File: src/rtl/vehicle_model_lag_line.sv
// Fixed-depth shift register with synchronous clear, used as the actuation lag.
module lag_line #(
  parameter int W     = 4,
  parameter int DEPTH = 3
) (
  input  logic         clk,
  input  logic         rst,
  input  logic [W-1:0] din,
  output logic [W-1:0] dout
);

  logic [W-1:0] stage_q [DEPTH];
  logic [W-1:0] stage_d [DEPTH];

  // Each stage takes the previous one; stage 0 takes the input.
  always_comb begin
    stage_d[0] = din;
    for (int unsigned i = 1; i < DEPTH; i++) begin
      stage_d[i] = stage_q[i-1];
    end
  end

  // Stage registers; reset discards any in-flight samples.
  always_ff @(posedge clk) begin
    if (rst) begin
      for (int unsigned i = 0; i < DEPTH; i++) begin
        stage_q[i] <= '0;
      end
    end else begin
      stage_q <= stage_d;
    end
  end

  assign dout = stage_q[DEPTH-1];

endmodule

File: config.mk
export PLATFORM = sky130hd
export DESIGN_NAME = lag_line
export DESIGN_NICKNAME = d
export VERILOG_FILES = /design/src/rtl/vehicle_model_lag_line.sv
export SDC_FILE = /design/constraint.sdc
export NUM_CORES = 1
export LEC_CHECK = 0
export ABC_AREA = 1
export CORE_AREA = 2 2 39 41
export CTS_CLUSTER_DIAMETER = 40
export DETAILED_ROUTE_END_ITERATION = 8
export DIE_AREA = 0 0 41 43
export HOLD_SLACK_MARGIN = 0.06
export MAX_ROUTING_LAYER = met4
export SLEW_MARGIN = 20
export SYNTH_ARGS = -nofsm -noshare
export SYNTH_HDL_FRONTEND = slang
export SYNTH_SLANG_ARGS = --single-unit
export TNS_END_PERCENT = 5
File: constraint.sdc
create_clock -name clk -period 1.2 [get_ports clk]
set_input_delay 0.18 -clock clk [delete_from_list [all_inputs] [get_ports clk]]
set_output_delay 0.18 -clock clk [all_outputs]
set_load 0.02 [all_outputs]
Yosys cells after proc, flatten, opt, wreduce, memory -nomap -nowiden
Index checks and enable logic that the tools add are counted.
- register bits after elaboration: 12
- output and inout port bits: 4
- bits of input ports: 6

Longest topological paths before layout
- depth in word-level cells: 0
- mapped depth: 2
- mapped depth without buffers: 2

Worst setup path before layout
No wires, ideal clock.
- path kind: reg-to-output
- start: reg stage_q (netlist bit dout[0])
- end: out dout[0]
- path slack: 625 ps
- buffers on the path: 0
- required time: 1020 ps
- data arrival time: 395 ps
- cell stages (with the launch flop): 1
- path through: dfxtp_1
- RTL lines (item ; line ; text):
    start: declaration ; 12 ; logic [W-1:0] stage_q [DEPTH];
    start signal: assignment ; 30 ; stage_q <= stage_d;
    end: declaration ; 9 ; output logic [W-1:0] dout
No word-level cell between the ends.

Worst setup path after layout
- start: reg stage_q (netlist bit dout[0])
- end: out dout[0]
No word-level cell between the ends.

==> results.toml <==
[detailed_routing]
dr.pass1.iters = 1
total_number_of_vias = 231
via_per_inst = 3.50
wirelength_microns = 382
drt_first_iter_violations = 0
wire_per_inst_microns = 5.79
drc = 0
postRouteAntennaNets = 0

[floorplan]
num_rows = 14
core_area_sq_um = 1380
die_w_microns = 41
floorplan.die_area_sq_um = 1760
ioPinCount = 10
floorplan.initialDensity_pct = 24.7
fp.dieH_microns = 43

[yosys]
syn-mean-instance-area_sq_um = 9.23
synth_top_cells_by_area = "sky130_fd_sc_hd__dfxtp_1, sky130_fd_sc_hd__inv_1, sky130_fd_sc_hd__nor2_1"
synth_seq_area_share_pct = 70.3
synth_fp_nets = 43
synth.largest_area_cell = "sky130_fd_sc_hd__dfxtp_1"
yosys_warnings = 0
synth_cell_type_count = 4
postSynthCellCount = 37
post_synth_instance_area_sq_um = 342
synth_largest_type_area_fraction_pct = 70.3
register_bit_total_from_synthesis = 12

[min_path]
hold-path-cell-count = 2
hp-class = "reg -> reg"

[setup_path]
setup.worst_path.end_class = "output pin"
number_of_buffer_and_inverter_instances_along_the_worst_setup_path = 1
critical_path.max_stage_delay_ns = 0.32
worst-r2r-setup-slack_ns = 0.72
worstPathRequired_ns = 1.02
critPathTopFamily = "buffers and inverters"
reg2regPathDepth = 2
path_max_fanout = 1
crit_arrival_ns = 0.88
critPathSlowestCell = "sky130_fd_sc_hd__dlygate4sd2_1"
worstSetupPathType = "reg -> out"
worst-path-stages = 1
startpoint_type = "register"
cp_cell_sequence = "dlygate4sd2_1"

[outcome]
status = "completed"

[layout]
fillCellCount = 149
drive_gt1_share_pct = 10.0
finish.net_count = 57
most_frequent_cells_in_the_layout = "sky130_fd_sc_hd__inv_1, sky130_fd_sc_hd__nor2_1, sky130_fd_sc_hd__dfxtp_1"
antenna_diode_count = 0
area_growth_pct = 40.3
final_core_util_pct = 34.6

[timing]
timing.clock.skew_ns = 0.000411
period_share_pct = 88.4
fmax_mhz = 942
final-max-slew-violation-count = 0
timing_worst_slew_pin_value_ns = 0.204
final.min_clock_period_ns = 1.06
unrepaired_setup_endpoints_after_global_routing = "false"
final.setup.tns_ns = 0
max-slew-margin-rel_pct = 86.5
hold_viol = 0
finalSetupViolCount = 0

[clock_network]
clock_tree.htree_level_count = 1
cts_sinks = 12
clk-insertion-delay-late_ns = 0.26
cts.repair_timing.setup_buffer_count = 0
clk_transition_reported_paths_ns = 0.07
tritoncts.num_buffers = 3
cts-root-to-sink-buffers = 2
cts_root_buffer = "sky130_fd_sc_hd__clkbuf_4"
clock_tree_from_tritoncts = "built"

[power]
pwr_dens_nw_per_um2 = 1590
worst_ir_drop_vdd_v = 0.000623
static-leakage-power_nw = 0.239

[global_routing]
via_count_of_the_first_global_routing_pass = 183
wire_length_of_the_first_global_routing_pass_microns = 683
pin_count_of_the_biggest_net_entering_global_routing = 13
grt_remaining_overflow = 0
grt_util_all_layers_pct = 6.74
grt_antenna_before_repair = 0

[place]
number_of_port_buffers = 9
gpl.final_weighted_congestion = 0.652
dp.final_hpwl_microns = 281

[job]
max-cap-violations = 0
## metal layers
layer	up-vias	part of all wire [%]	global-route usage (%)
met3	2	11	7.85
li1	125	-	-
met2	9	47	8.44
met5	-	0	-
met1	95	41	5.59
met4	0	1.0	4.00
## path summary, 6_finish.rpt
check / from / endpoint
max: dout[0] / dout[0]
min: stage_d[6] / stage_d[2]
max reg2reg: stage_d[0] / dout[0]
min reg2reg: stage_d[6] / stage_d[2]
## cell type report
cell class	count	area (sq um)	area share [%]
flip-flops and latches	12	240	50.1
inverters	12	45.0	9.40
multi-input cells	12	45.0	9.40
repair buffers	10	92.6	19.3
well taps	16	20.0	4.18
clock buffers	4	36.3	7.57
## stage by stage
| step | instance area [sq um] | hold WS, ns | total power (W) | worst slack, ns | std cells |
|---|---|---|---|---|---|
| floorplan | 342 | 0.251 | 0.000450 | 0.625 | 37 |
| global placement | 448 | 0.390 | 0.000474 | 0.147 | 62 |
| detailed placement | 448 | 0.393 | 0.000476 | 0.143 | 62 |
| CTS | 479 | 0.407 | 0.000779 | 0.121 | 66 |
| global route | 479 | 0.422 | 0.000810 | 0.0778 | 66 |
| finish | 479 | 0.403 | 0.000763 | 0.139 | 66 |
## flip-flops by register name (all words and copies together) (netlist names)
signal and count:
stage_d 8, dout 4
## cells in the mapped netlist
library cell,number
sky130_fd_sc_hd__nor2_1,12
sky130_fd_sc_hd__inv_1,12
sky130_fd_sc_hd__buf_6,1
sky130_fd_sc_hd__dfxtp_1,12
## report_power, final
group	switching (W)	leakage (nW)	internal, W	total (W)
Sequential	0.00000338	0.0988	0.000414	0.000417
Combinational	0.0000200	0.119	0.0000253	0.0000453
Clock	0.000116	0.0210	0.000184	0.000300
Total	0.000139	0.239	0.000623	0.000763
## what timing repair did
item | in CTS | in global routing
hold buffers | 0 | 0
endpoints found under the setup margin | 4 | 0
resized for setup | 4 | 0
## cells by family (layout without fill, tap and decap cells)
family | after synthesis | in the layout | synth area share [%]
buffers and inverters | 13 | 26 | 16.5
AND/OR/NAND/NOR | 12 | 12 | 13.2
flip-flops | 12 | 12 | 70.3
(Power assumes the default switching activity.)
